$ cat src/rtl/spi_flash_reader_if.sv
// Request and read-stream bundle for spi_flash_reader.
// The master side issues read requests and consumes bytes; the slave side is the reader.
interface spi_flash_reader_if #(
   parameter int unsigned LEN_W = 8
);
   logic             start;
   logic [23:0]      addr;
   logic [LEN_W-1:0] len;
   logic             busy;
   logic             done;
   logic [7:0]       rd_data;
   logic             rd_valid;
   logic             rd_ready;

   modport master (
      output start, addr, len, rd_ready,
      input  busy, done, rd_data, rd_valid
   );

   modport slave (
      input  start, addr, len, rd_ready,
      output busy, done, rd_data, rd_valid
   );
endinterface

$ cat src/rtl/spi_flash_reader.sv
// SPI NOR flash reader: sends READ (0x03) plus a 24-bit address in mode 0, then streams
// len bytes out over a valid/ready port. SPI clock is stretched (held low) while a
// received byte waits for the consumer, so no data is lost under backpressure.
module spi_flash_reader #(
   parameter int unsigned CLK_DIV = 2,
   parameter int unsigned LEN_W   = 8
) (
   input  logic                clock,
   input  logic                resetb,
   spi_flash_reader_if.slave   bus,
   output logic                flash_csb,
   output logic                flash_clk,
   output logic                flash_io0,
   input  logic                flash_io1
);

   // Counter is shared by the half-bit timer and the 2*CLK_DIV chip-select gap.
   localparam int unsigned     CntW     = $clog2(2 * CLK_DIV) + 1;
   localparam logic [CntW-1:0] HalfLast = CntW'(CLK_DIV - 1);
   localparam logic [CntW-1:0] GapLast  = CntW'(2 * CLK_DIV - 1);
   localparam logic [7:0]      CmdRead  = 8'h03;

   typedef enum logic [2:0] {
      StIdle,
      StShiftOut,
      StShiftIn,
      StHold,
      StGap
   } state_t;

   state_t           state;
   logic [CntW-1:0]  cnt;
   logic [4:0]       bit_cnt;
   logic [31:0]      tx_shift;
   logic [7:0]       rx_shift;
   logic [LEN_W-1:0] remaining;

   // Single FSM; every output is a register so the SPI pins are glitch-free.
   always_ff @(posedge clock) begin
      if (!resetb) begin
         state        <= StIdle;
         cnt          <= '0;
         bit_cnt      <= '0;
         tx_shift     <= '0;
         rx_shift     <= '0;
         remaining    <= '0;
         flash_csb    <= 1'b1;
         flash_clk    <= 1'b0;
         flash_io0    <= 1'b0;
         bus.busy     <= 1'b0;
         bus.done     <= 1'b0;
         bus.rd_valid <= 1'b0;
         bus.rd_data  <= '0;
      end else begin
         bus.done <= 1'b0;
         unique case (state)
            StIdle: begin
               if (bus.start && (bus.len != '0)) begin
                  tx_shift  <= {CmdRead, bus.addr};
                  remaining <= bus.len;
                  flash_csb <= 1'b0;
                  flash_clk <= 1'b0;
                  flash_io0 <= CmdRead[7];
                  cnt       <= '0;
                  bit_cnt   <= '0;
                  bus.busy  <= 1'b1;
                  state     <= StShiftOut;
               end
            end

            StShiftOut: begin
               cnt <= cnt + 1'b1;
               if (!flash_clk) begin
                  if (cnt == HalfLast) begin
                     flash_clk <= 1'b1;
                     cnt       <= '0;
                  end
               end else if (cnt == HalfLast) begin
                  flash_clk <= 1'b0;
                  cnt       <= '0;
                  if (bit_cnt == 5'd31) begin
                     flash_io0 <= 1'b0;
                     bit_cnt   <= '0;
                     state     <= StShiftIn;
                  end else begin
                     // MOSI changes only at the start of a low phase.
                     flash_io0 <= tx_shift[30];
                     tx_shift  <= tx_shift << 1;
                     bit_cnt   <= bit_cnt + 1'b1;
                  end
               end
            end

            StShiftIn: begin
               cnt <= cnt + 1'b1;
               if (!flash_clk) begin
                  if (cnt == HalfLast) begin
                     // Sample MISO on the edge that raises SCK.
                     flash_clk <= 1'b1;
                     cnt       <= '0;
                     rx_shift  <= {rx_shift[6:0], flash_io1};
                  end
               end else if (cnt == HalfLast) begin
                  flash_clk <= 1'b0;
                  cnt       <= '0;
                  if (bit_cnt == 5'd7) begin
                     bus.rd_data  <= rx_shift;
                     bus.rd_valid <= 1'b1;
                     bit_cnt      <= '0;
                     state        <= StHold;
                  end else begin
                     bit_cnt <= bit_cnt + 1'b1;
                  end
               end
            end

            StHold: begin
               // SCK stays low here; csb low keeps the flash mid-command.
               if (bus.rd_ready) begin
                  bus.rd_valid <= 1'b0;
                  remaining    <= remaining - 1'b1;
                  cnt          <= '0;
                  if (remaining != LEN_W'(1)) begin
                     state <= StShiftIn;
                  end else begin
                     flash_csb <= 1'b1;
                     state     <= StGap;
                  end
               end
            end

            StGap: begin
               cnt <= cnt + 1'b1;
               if (cnt == GapLast) begin
                  bus.busy <= 1'b0;
                  bus.done <= 1'b1;
                  cnt      <= '0;
                  state    <= StIdle;
               end
            end

            default: state <= StIdle;
         endcase
      end
   end

endmodule

$ cat src/flat_wrapper.sv
// flat-port wrapper written by rule: the top's interface ports become plain ports
module spi_flash_reader_flat 
#(
   parameter int unsigned CLK_DIV = 2,
   parameter int unsigned LEN_W   = 8
)
  (clock, resetb, flash_csb, flash_clk, flash_io0, flash_io1, bus_start, bus_addr, bus_len, bus_rd_ready, bus_busy, bus_done, bus_rd_data, bus_rd_valid);
  spi_flash_reader_if #(.LEN_W(LEN_W)) bus_i ();
  input  logic clock;
  input  logic resetb;
  output logic flash_csb;
  output logic flash_clk;
  output logic flash_io0;
  input  logic flash_io1;
  input wire logic [$bits(bus_i.start)-1:0] bus_start;
  input wire logic [$bits(bus_i.addr)-1:0] bus_addr;
  input wire logic [$bits(bus_i.len)-1:0] bus_len;
  input wire logic [$bits(bus_i.rd_ready)-1:0] bus_rd_ready;
  output wire logic [$bits(bus_i.busy)-1:0] bus_busy;
  output wire logic [$bits(bus_i.done)-1:0] bus_done;
  output wire logic [$bits(bus_i.rd_data)-1:0] bus_rd_data;
  output wire logic [$bits(bus_i.rd_valid)-1:0] bus_rd_valid;
  assign bus_i.start = bus_start;
  assign bus_i.addr = bus_addr;
  assign bus_i.len = bus_len;
  assign bus_i.rd_ready = bus_rd_ready;
  assign bus_busy = bus_i.busy;
  assign bus_done = bus_i.done;
  assign bus_rd_data = bus_i.rd_data;
  assign bus_rd_valid = bus_i.rd_valid;
  spi_flash_reader #(.CLK_DIV(CLK_DIV), .LEN_W(LEN_W)) u_core (.clock(clock), .resetb(resetb), .bus(bus_i), .flash_csb(flash_csb), .flash_clk(flash_clk), .flash_io0(flash_io0), .flash_io1(flash_io1));
endmodule
$ cat config.mk
export PLATFORM = sky130hd
export DESIGN_NAME = spi_flash_reader_flat
export DESIGN_NICKNAME = d
export VERILOG_FILES = /design/src/rtl/spi_flash_reader_if.sv /design/src/rtl/spi_flash_reader.sv /design/src/flat_wrapper.sv
export SDC_FILE = /design/constraint.sdc
export NUM_CORES = 1
export LEC_CHECK = 0
export BUFFER_PORTS_ARGS = -buffer_cell sky130_fd_sc_hd__buf_4
export CAP_MARGIN = 5
export CELL_PAD_IN_SITES_DETAIL_PLACEMENT = 0
export CELL_PAD_IN_SITES_GLOBAL_PLACEMENT = 1
export CORE_MARGIN = 2
export CORE_UTILIZATION = 37
export DETAILED_ROUTE_END_ITERATION = 10
export HOLD_SLACK_MARGIN = 0.1
export PLACE_DENSITY_LB_ADDON = 0.1
export SETUP_SLACK_MARGIN = 0.4
export SYNTH_ARGS = -nofsm -noshare
export SYNTH_HDL_FRONTEND = slang
export SYNTH_SLANG_ARGS = --single-unit
export TNS_END_PERCENT = 20
$ cat constraint.sdc
create_clock -name clock -period 2.35 [get_ports clock]
set_input_delay 0 -clock clock [delete_from_list [all_inputs] [get_ports clock]]
set_output_delay 0 -clock clock [all_outputs]
set_load 0.03 [all_outputs]
# == Word level (Yosys, flattened, before mapping) ==
# Index checks and enable logic that the tools add are counted.
# word_totals
output_inout_bits,14
ff_bits,72
word_cells,114
# op_classes
n_reduce_logical,24
bitwise,1
n_eq_ne,20
addsub,3
n_mux,53
# op_table
operator,n
2-to-1 mux 31 bit,4
case mux 31 bit (2 select lines),1
2-to-1 mux 3 bit,14
2-to-1 mux 5 bit,7
2-to-1 mux 1 bit,16
2-to-1 mux 8 bit,2
!= test 2 x 1 -> 1 bit (second input constant),8
case mux 8 bit (2 select lines),1
case mux 3 bit (5 select lines),1
case mux 5 bit (3 select lines),1
case mux 3 bit (4 select lines),1
AND reduction 3 bit,4
AND reduction 4 bit,3
case mux 1 bit (2 select lines),5
AND reduction 5 bit,2
nonzero test 2 bit,5
equality test 3 x 2 -> 1 bit (second input constant),3
AND reduction 9 bit,1
!= test 8 x 1 -> 1 bit (second input constant),1
nonzero test 8 bit,1
subtractor 8 x 1 -> 8 bit (second input constant),1
equality test 3 x 1 -> 1 bit (second input constant),2
!= test 2 bit (second input constant),3
AND reduction 6 bit,1
12 further kinds,13

# == Longest topological paths before layout ==
# Gate-level depths: netlist (run 1).
# depth
ltp_word,5
depth_mapped,9

# == Least setup slack after synthesis (run 1) ==
# No wires, ideal clock.
# synth_timing
path_kind,register to register
from,reg u_core.flash_clk
to,reg u_core.flash_io0
t_arrival_ps,1827
setup_ps,70
path_stages_with_launch,6
path_buffers,0
setup_slack_ps,453
period_less_slack_ps,1897
cell_sequence,dfxtp_1 nand3b_4 a211oi_2 o21ai_0 or4b_1 a21boi_1
# synth_between
elab_chain_len,2
# synth_rtl
item,line_no,text
"start, declared",spi_flash_reader.sv:12,"output logic flash_clk,"
"start signal, assigned",spi_flash_reader.sv:48,flash_clk <= 1'b0;
"start signal, assigned",spi_flash_reader.sv:62,flash_clk <= 1'b0;
"start signal, assigned",spi_flash_reader.sv:75,flash_clk <= 1'b1;
!= test 2 x 1 -> 1 bit (no source line),--,
AND reduction 4 bit (no source line),--,
"end signal, assigned",spi_flash_reader.sv:63,flash_io0 <= CmdRead[7];
"end signal, assigned",spi_flash_reader.sv:87,flash_io0 <= tx_shift[30];
"end, declared",spi_flash_reader.sv:13,"output logic flash_io0,"
# No other way between the ends.
# A chain may end at the register's enable or synchronous reset.

# == Final worst setup path (run 1) ==
# layout_timing
from,in bus_len[2]
to,reg u_core.tx_shift[2]
# layout_between
elab_chain_len,4
# layout_rtl
item,line_no,text
"start, declared",flat_wrapper.sv:17,input wire logic [$bits(bus_i.len)-1:0] bus_len;
nonzero test 8 bit,spi_flash_reader.sv:58,if (bus.start && (bus.len != '0)) begin
logical AND 1 bit,spi_flash_reader.sv:58,
!= test 2 x 1 -> 1 bit (no source line),--,
AND reduction 5 bit (no source line),--,
"end signal, assigned",spi_flash_reader.sv:59,"tx_shift <= {CmdRead, bus.addr};"
"end signal, assigned",spi_flash_reader.sv:88,tx_shift <= tx_shift << 1;
"end, declared",spi_flash_reader.sv:34,logic [31:0] tx_shift;
# No other way between the ends.

==> results of run 1 <==
## sequential cells by signal, indices dropped and copies added (netlist names)
signal / flops
u_core.state: 3
u_core.rx_shift: 8
u_core.flash_clk: 1
u_core.tx_shift: 31
u_core.bus.busy: 1
u_core.flash_csb: 1
u_core.bit_cnt: 5
u_core.bus.done: 1
u_core.bus.rd_data: 8
u_core.bus.rd_valid: 1
u_core.flash_io0: 1
u_core.remaining: 8
u_core.cnt: 3
## critical path: cells and delay by family
kind / cells / cell delay, ps
buf+inv: 4 / 970
compound gates: 3 / 590
simple gates: 2 / 620
## metal layers
metal  wire [um]  share of wire, %  vias up
li1            -                 -     1733
met1        4411                48     1600
met2        4293                47       57
met3         278               3.1        8
met4         114               1.3        0
met5           0                 0        -
## cells in the mapped netlist, drive strengths merged (2+ instances only)
| master | instances |
|---|---|
| a211oi | 3 |
| a21boi | 5 |
| a21oi | 18 |
| and3 | 3 |
| buf | 17 |
| clkbuf | 16 |
| dfxtp | 72 |
| ha | 9 |
| inv | 11 |
| mux2i | 25 |
| nand2 | 85 |
| nand3 | 42 |
| nand3b | 3 |
| nor2 | 17 |
| nor2b | 19 |
| nor3 | 5 |
| nor3b | 6 |
| nor4 | 3 |
| o211ai | 5 |
| o21a | 2 |
| o21ai | 39 |
| o21bai | 3 |
| o22ai | 2 |
| o31ai | 9 |
| or2 | 2 |
| or3 | 5 |
| or4 | 3 |
| or4b | 2 |
## report_power, final
| part | switching, mW | internal [mW] | total [mW] |
|---|---|---|---|
| Combinational | 1.11 | 0.915 | 2.02 |
| Clock | 0.548 | 0.403 | 0.951 |
| Sequential | 0.191 | 1.49 | 1.69 |
| Total | 1.85 | 2.81 | 4.66 |
## worst max-delay path by stage
| stage | end | startpoint | cells past startpoint | slack [ps] |
|---|---|---|---|---|
| after floorplan | u_core.flash_io0$_SDFFE_PN0P_ | u_core.flash_clk$_SDFFE_PN0P_ | 5 | 450 |
| after global placement | u_core.bit_cnt[4]$_SDFFE_PN0P_ | u_core.state[0]$_SDFFE_PN0P_ | 5 | 360 |
| after detailed placement | u_core.bus.rd_data[6]$_SDFFE_PN0P_ | u_core.cnt[0]$_SDFFE_PN0P_ | 7 | 330 |
| after global routing | u_core.tx_shift[14]$_SDFFE_PN0P_ | bus_len[2] | 9 | 310 |
| final | u_core.tx_shift[2]$_SDFFE_PN0P_ | bus_len[2] | 9 | 410 |
| after CTS | u_core.bit_cnt[4]$_SDFFE_PN0P_ | u_core.state[0]$_SDFFE_PN0P_ | 5 | 340 |
## stage by stage
stage	util, %	instances	power, mW
final	50.31	671	4.657
after global routing	50.31	671	5.009
after CTS	48.07	659	4.281
after detailed placement	42.39	607	3.265
after global placement	42.39	607	3.241
after floorplan	-	447	2.938
## cells by family after synthesis
kind of cell               after synthesis  share of synthesized area, %
buffers and inverters                   44                         6.034
muxes                                   25                         6.856
adders and majority gates                9                         3.085
AOI/OAI and AO/OA                       95                         16.73
DFF                                     72                         39.49
and+or+nand+nor                        202                         27.80
## what timing repair did
| item | CTS | global route |
|---|---|---|
| pin swaps | 0 | 3 |
| hold buffers | 36 | 0 |
| setup buffers | 0 | 8 |
| endpoints found under the setup margin | 11 | 61 |
| endpoints found under the hold margin | 35 | 0 |
| cloned | 0 | 4 |
| gates resized for setup | 1 | 18 |
## cell type report
type                    count  share of cell area [%]
multi-input cells         331                   42.09
flip-flops and latches     72                   29.71
repair buffers            108                   20.13
well taps                 133                   3.416
clock buffers               9                   2.542
clock inverters             7                   1.258
inverters                  11                  0.8475
==> results.py, run 1 <==
metrics = {
    "routing": {
        "viasPerCell": 5.064,
        "wl_per_cell_um": 13.56,
        "first_pass_iters": 4,
        "num_vias": 3398,
        "drc": 0,
        "postRouteAntennaNets": 0,
        "wl_um": 9097,
        "drt-initial-drc-count": 101,
    },
    "place": {
        "dp_hpwl_um": 5397,
        "place_ws_ps": 331.9,
        "io_buffers": 50,
        "dpl_cell_area_um2": 4105,
        "place_congestion": 0.7635,
    },
    "sta": {
        "whs_ps": 249.9,
        "worstMarginPinSlew_ps": 555.9,
        "slew_violations": 0,
        "fmax_mhz": 516.2,
        "fin_crit_ps": 1937,
        "fin_crit_sh_pct": 82.43,
        "finClkSkew_ps": 8.401,
        "worst_slack_ps": 412.9,
        "rsz0062_at_grt": "true",
        "setup_viol": 0,
        "setup_tns_ps": 0,
        "finalHoldViolations": 0,
        "slew_headroom_pct": 62.90,
    },
    "critical_path": {
        "r2r-start": "u_core.state[1]$_SDFFE_PN0P_",
        "critical_path_arrival_ps": 2200,
        "reg2reg_depth": 6,
        "r2r_setup_slack_ps": 490,
        "crit_fanout": 15,
        "cp_slowest_cell": "dlygate4sd3_1",
        "path_class": "in2reg",
        "cp-end-kind": "flop",
        "worstPathCellList": "dlygate4sd3_1 -> buf_4 -> or4_4 -> o21a_1 -> o211ai_4 -> buf_12 -> buf_12 -> nand3_1 -> o31ai_1",
        "critPathMaxStageDelay_ps": 540,
        "setup.worst_path.start_class": "primary input",
        "regToRegEndpoint": "u_core.bit_cnt[4]$_SDFFE_PN0P_",
        "cpMostUsedCell": "buf_12",
        "required_ps": 2610,
    },
    "yosys": {
        "synth_top_area_share_pct": 39.49,
        "synth-main-ff-cell": "dfxtp_1",
        "synth_cell_types": 56,
        "synthArstFlopShare_pct": 0,
        "syn_inst": 447,
        "synth_nets": 493,
        "yosysSeqAreaShare_pct": 39.49,
        "syn_area_um2": 3650,
        "yosysWarnings": 0,
        "synth.ff_latch_count": 72,
        "synth_area_leaders": "dfxtp_1, nand2_1, mux2i_1",
        "avgSynthCellArea_um2": 8.165,
        "synth.largest_area_cell": "dfxtp_1",
        "synth_edf_count": 0,
    },
    "die": {
        "die_w_um": 103.3,
        "io_pins": 51,
        "die_area_um2": 10680,
        "rows": 36,
        "initial_core_util_pct": 37.69,
        "die_h_um": 103.3,
        "core-area_um2": 9684,
    },
    "clock_tree": {
        "ctsRootBufferMaster": "clkbuf_8",
        "cts.sinks": 72,
        "cts_tree": "yes",
        "numCtsBuffers": 9,
        "cts_htree_levels": 3,
        "insertion_delay_ps": 360,
        "clk_pin_slew_ps": 90,
        "cts_buffer_depth": 2,
    },
    "min_path": {
        "holdPathStages": 4,
        "hp-start": "bus_len[6]",
        "hp-class": "in2reg",
        "hold_end": "u_core.flash_csb$_SDFFE_PN1P_",
    },
    "finish": {
        "multi_input_area_um2": 2051,
        "num_antenna_cells": 0,
        "area_growth_pct": 33.49,
        "fin_nets": 579,
        "fillerInstances": 937,
        "drive_gt1_share_pct": 21.75,
        "final_design_area_no_fill_um2": 4872,
        "final_common_cell": "nand2_1",
        "regArea_um2": 1448,
        "final_cell_mix": "nand2_1, dfxtp_1, buf_4",
    },
    "run": {
        "cap_viol_max_count": 0,
    },
    "global_routing": {
        "antenna_found_initial": 0,
        "grt_use_met3_pct": 2.554,
        "grt_max_degree": 61,
        "top_usage_layer": "met2",
        "grt-ovfl-total": 0,
        "grt_usage_pct": 16.72,
        "grt_pass1_vias": 3070,
        "use_met1_pct": 21.58,
        "gr-usage-met2_pct": 28.32,
        "grt_pass1_wl_um": 14290,
    },
    "status": {
        "status": "complete, no violations",
    },
    "power": {
        "peakVddDrop_uv": 370.5,
        "power.density_nw_per_um2": 955.9,
        "power.leakage_nw": 2.122,
    },
}
(Power assumes the default switching activity.)
==> run 2, diff against run 1 <==
Clock period 2.35 ns to 1.8 ns, I/O delays scaled along.
==> run 2 against run 1 <==
  * Routed wire length down 0.66%
  * Cell area rose by 7.6%
  * Sequential power grew 31%
  * Clock-buffer cell count unchanged
  * Sequential cell count unchanged
  * First-iteration DRC count decreased by 6.9%
  * Global-route usage grew 1.1 points
  * Cell count is 3.4% higher
  * Clock power rose by 30%
  * Hold slack got worse by 88 ps
  * Largest power group unchanged
  * Register-to-register slack got worse by 470 ps
  * Total power is 34% higher
==> results.py, run 2 (synthesis gave the netlist of run 1 again) <==
metrics = {
    "sta": {
        "worstMarginPinSlew_ps": 585.6,
        "finalHoldViolations": 0,
        "finClkSkew_ps": 12.33,
        "fin_crit_sh_pct": 98.69,
        "setup_viol": 0,
        "fin_crit_ps": 1777,
        "slew_violations": 0,
        "fmax_mhz": 562.9,
        "slew_headroom_pct": 60.91,
        "rsz0062_at_grt": "true",
        "worst_slack_ps": 23.49,
        "whs_ps": 162.1,
    },
    "run": {
        "cap_viol_max_count": 0,
    },
    "finish": {
        "final_design_area_no_fill_um2": 5240,
        "drive_gt1_share_pct": 30.12,
        "num_antenna_cells": 0,
        "fin_nets": 602,
        "final_cell_mix": "nand2_1, buf_4, dfxtp_1",
        "fin_cells": 694,
        "largest_reg_flops": 31,
        "top_register": "u_core.tx_shift",
        "area_growth_pct": 43.57,
    },
    "routing": {
        "num_vias": 3450,
        "wl_per_cell_um": 13.02,
        "drt-initial-drc-count": 94,
        "first_pass_iters": 4,
        "viasPerCell": 4.971,
        "drc": 0,
        "wl_um": 9037,
        "postRouteAntennaNets": 0,
    },
    "critical_path": {
        "critPathMaxStageDelay_ps": 430,
        "worstPathCellList": "inv_2 -> ha_4 -> nand3b_4 -> buf_4 -> o21ai_1 -> a21oi_1 -> or3_4 -> mux2i_1",
        "required_ps": 2040,
        "crit_fanout": 5,
        "cp_slowest_cell": "or3_4",
        "setup.worst_path.start_class": "flop",
        "critical_path_arrival_ps": 2020,
        "path_class": "reg2reg",
        "crit_buf_inv": 2,
        "cp-end-kind": "flop",
        "cp_top_family": "simple AND/OR/NAND/NOR gates",
    },
    "place": {
        "dp.cells": 627,
        "dpl_cell_area_um2": 4360,
        "place_congestion": 0.8514,
        "place_ws_ps": -55.98,
        "io_buffers": 50,
        "dp_hpwl_um": 5924,
    },
    "die": {
        "core-area_um2": 9684,
        "die_area_um2": 10680,
        "die_w_um": 103.3,
        "io_pins": 51,
        "die_h_um": 103.3,
        "initial_core_util_pct": 37.69,
        "rows": 36,
    },
    "power": {
        "power.density_nw_per_um2": 1188,
        "peakVddDrop_uv": 621.7,
        "power.leakage_nw": 2.283,
        "p_total_mw": 6.225,
    },
    "status": {
        "status": "complete, no violations",
    },
    "clock_tree": {
        "numCtsBuffers": 9,
        "clk_pin_slew_ps": 90,
        "cts_buffer_depth": 2,
        "cts.sinks": 72,
        "insertion_delay_ps": 350,
        "cts_htree_levels": 3,
        "cts_tree": "yes",
        "ctsRootBufferMaster": "clkbuf_8",
    },
    "global_routing": {
        "grt_max_degree": 47,
        "grt_usage_pct": 17.82,
        "antenna_found_initial": 0,
        "grt-ovfl-total": 0,
        "grt_pass1_vias": 3235,
        "grt_pass1_wl_um": 15100,
    },
    "min_path": {
        "hp-class": "in2reg",
    },
}
run 2: cell count changes in the layout (fill, tap and decap cells not counted), sizes merged:
| cell | change |
|---|---|
| inv | +1 |
| dlygate4sd3 | -1 |
| clkinv | -1 |
| dlymetal6s2s | +1 |
| buf | +25 |
| clkbuf | -2 |
run 2: routing by layer:
| metal | share of wire [%] | GRT usage, % | up-vias |
|---|---|---|---|
| li1 | - | - | 1776 |
| met1 | 48 | 23.15 | 1620 |
| met2 | 49 | 29.87 | 45 |
| met3 | 3.0 | 3.965 | 9 |
| met4 | 0.86 | 4.960 | 0 |
| met5 | 0 | 0 | - |
run 2: cell type report:
class / count / area (um^2)
Timing Repair Buffer: 131 / 1147
Clock inverter: 7 / 61.31
Multi-Input combinational cell: 331 / 2237
Clock buffer: 9 / 123.9
Sequential cell: 72 / 1463
Fill cell: 928 / 4444
Tap cell: 133 / 166.4
Inverter: 11 / 41.29
run 2: stage by stage:
stage	setup TNS [ps]	utilization [%]
after detailed placement	-85.00	45.03
after global placement	-80.51	45.03
final	0	54.11
after floorplan	0	-
after global routing	-244.4	54.11
after CTS	0	51.72
run 2: path summary, 6_finish.rpt:
kind                            cells past startpoint                              from                               end  slack [ps]
worst max register to register                      8        u_core.cnt[1]$_SDFFE_PN0P_      u_core.state[0]$_SDFFE_PN0P_          20
worst max-delay path                                8        u_core.cnt[1]$_SDFFE_PN0P_      u_core.state[0]$_SDFFE_PN0P_          20
worst min register to register                      2  u_core.tx_shift[30]$_SDFFE_PN0P_  u_core.tx_shift[30]$_SDFFE_PN0P_         450
worst min-delay path                                4                         bus_start     u_core.flash_csb$_SDFFE_PN1P_         160
run 2: worst reg2reg max path: stages, from the launching register on:
cell and delay (ps):
dfxtp_2 330, inv_2 70, ha_4 140, nand3b_4 120, buf_4 170, o21ai_1 170
a21oi_1 110, or3_4 430, mux2i_1 130
run 2: repair_timing:
item | 4_1_cts | 5_1_grt
endpoints found under the hold margin | 51 | 0
gates resized for setup | 21 | 37
gates cloned | 0 | 0
buffers inserted | 6 | 10
setup endpoints to repair | 71 | 71
pin swaps | 5 | 24
hold buffers | 35 | 0
run 2: report_power, final:
group | switching [mW] | internal, mW
combinational | 1.47 | 1.29
clock | 0.710 | 0.529
sequential | 0.257 | 1.96
==> run 3, diff against run 2 <==
Settings changed: CORE_UTILIZATION 37 to 43, REMOVE_ABC_BUFFERS set to 1, TNS_END_PERCENT 20 to unset.
==> run 3 against run 2 <==
  * The flow now finishes with violations (negative setup slack)
  * Clock power up 8%
  * Clock-buffer cell count did not move
  * Clock skew grew 1.7 ps
  * Sequential cell count unchanged
  * Register-to-register slack worse by 40 ps
  * Largest power group unchanged
  * Highest routed layer unchanged
  * Sequential power is essentially flat
  * Combinational power is 66% higher
==> results.py, run 3 (synthesis gave the netlist of run 1 again) <==
metrics = {
    "min_path": {
        "holdPathStages": 4,
        "hp-class": "in2reg",
        "hp-start": "bus_start",
        "hold_end": "u_core.flash_csb$_SDFFE_PN1P_",
    },
    "sta": {
        "finClkSkew_ps": 14.02,
        "worstMarginPinSlew_ps": 632.2,
        "setup_tns_ps": -25.60,
        "rsz0062_at_grt": "true",
        "fmax_mhz": 550.0,
        "fin_crit_ps": 1818,
        "setup_viol": 2,
        "finalHoldViolations": 0,
        "slew_headroom_pct": 57.81,
        "worst_slack_ps": -18.20,
        "slew_violations": 0,
        "whs_ps": 183.7,
        "fin_crit_sh_pct": 101.0,
    },
    "clock_tree": {
        "insertion_delay_ps": 360,
        "cts.sinks": 72,
        "ctsRootBufferMaster": "clkbuf_8",
        "cts_buffer_depth": 2,
        "numCtsBuffers": 9,
        "cts_htree_levels": 3,
        "clk_pin_slew_ps": 90,
        "cts_tree": "yes",
    },
    "routing": {
        "drt-initial-drc-count": 130,
        "wl_met3_um": 433,
        "viasPerCell": 5.381,
        "wl_um": 11210,
        "highest_layer": "met4",
        "first_pass_iters": 4,
        "num_vias": 3772,
        "wl_per_cell_um": 15.99,
        "drc": 0,
        "met2_wirelength_um": 5549,
        "wl_met1_um": 4964,
        "postRouteAntennaNets": 0,
    },
    "global_routing": {
        "grt_pass1_vias": 3538,
        "antenna_found_initial": 0,
        "grt_max_degree": 68,
        "grt_usage_pct": 23.48,
        "grt-ovfl-total": 0,
        "grt_pass1_wl_um": 16850,
    },
    "finish": {
        "num_antenna_cells": 0,
        "drive_gt1_share_pct": 42.95,
        "final_design_area_no_fill_um2": 6051,
        "fin_nets": 637,
        "fin_cells": 701,
        "final_cell_mix": "buf_4, nand2_1, dfxtp_1",
        "fin_util_pct": 73.64,
        "area_growth_pct": 65.79,
        "top_register": "u_core.tx_shift",
        "final_common_cell": "buf_4",
        "largest_reg_flops": 31,
    },
    "place": {
        "io_buffers": 50,
        "place_ws_ps": -136.3,
        "place_congestion": 0.7939,
        "dpl_cell_area_um2": 4383,
        "dp_hpwl_um": 5828,
        "dp.cells": 614,
    },
    "critical_path": {
        "crit_fanout": 5,
        "r2r-start": "u_core.cnt[1]$_SDFFE_PN0P_",
        "reg2reg_depth": 8,
        "cp-end-kind": "flop",
        "setup.worst_path.start_class": "flop",
        "cp-startpoint": "u_core.cnt[1]$_SDFFE_PN0P_",
        "critical_path_arrival_ps": 2080,
        "required_ps": 2070,
        "regToRegEndpoint": "u_core.state[1]$_SDFFE_PN0P_",
        "r2r_setup_slack_ps": -20,
        "path_class": "reg2reg",
    },
    "die": {
        "initial_core_util_pct": 44.42,
        "core-area_um2": 8217,
        "io_pins": 51,
        "die_h_um": 96.13,
        "die_w_um": 96.13,
        "rows": 33,
        "die_area_um2": 9241,
    },
    "run": {
        "cap_viol_max_count": 0,
    },
    "status": {
        "status": "complete, but fails checks",
        "violations": "negative setup slack",
    },
    "power": {
        "power.leakage_nw": 2.607,
        "power.density_nw_per_um2": 1349,
        "p_total_mw": 8.162,
        "peakVddDrop_uv": 616.6,
    },
}
-- run 3: changes by cell type in the layout (fill, tap and decap cells not counted), moves of 4 or more --
cell,delta
nand3_1,-18
nand2_1,-4
buf_6,+18
o21ai_2,+11
a21oi_1,-5
o21ai_1,-8
nand3_2,+16
a21oi_2,+5
buf_12,+7
buf_4,+5
buf_16,+7
-- run 3: worst max path at each step --
stage                                               endpoint  depth (start not counted)  slack (ps)
after floorplan             u_core.tx_shift[23]$_SDFFE_PN0P_                          4       -1090
after global placement    u_core.bus.rd_data[5]$_SDFFE_PN0P_                          9         -70
after detailed placement       u_core.flash_io0$_SDFFE_PN0P_                          7        -140
after CTS                      u_core.flash_io0$_SDFFE_PN0P_                          7          50
after global routing            u_core.state[1]$_SDFFE_PN0P_                          8         -90
final                           u_core.state[1]$_SDFFE_PN0P_                          8         -20
-- run 3: timing repair --
action | 4_1_cts | 5_1_grt
cloned | 8 | 0
hold endpoints to repair | 51 | 0
endpoints found under the setup margin | 70 | 71
hold buffers | 34 | 0
pin swaps | 55 | 17
resized for setup | 104 | 65
buffers inserted | 23 | 6
-- run 3: per-layer routing --
metal	vias up	GRT usage [%]
met4	0	8.571
met2	88	38.95
met5	-	0
met3	20	3.994
met1	1812	30.51
li1	1852	-
-- run 3: critical path, stage by stage, from the launching register on --
cell and delay (ps):
dfxtp_2 330, inv_2 70, ha_4 140, nand3b_4 90
buf_4 160, o21ai_1 200, a21oi_2 110, or3_4 440
o21ai_0 200
-- run 3: final cells by class --
type	count	area (um^2)
timing repair buffer	166	1698
sequential	72	1459
tap	105	131.4
fill	604	2166
inverter	11	41.29
clock inverter	7	78.83
multi-input combinational	331	2519
clock buffer	9	123.9
-- run 3: report_power, final --
part,internal [mW],leakage [nW],switching (mW)
Clock,0.652,0.0925,0.690
Combinational,2.46,1.92,2.15
Sequential,1.96,0.592,0.257
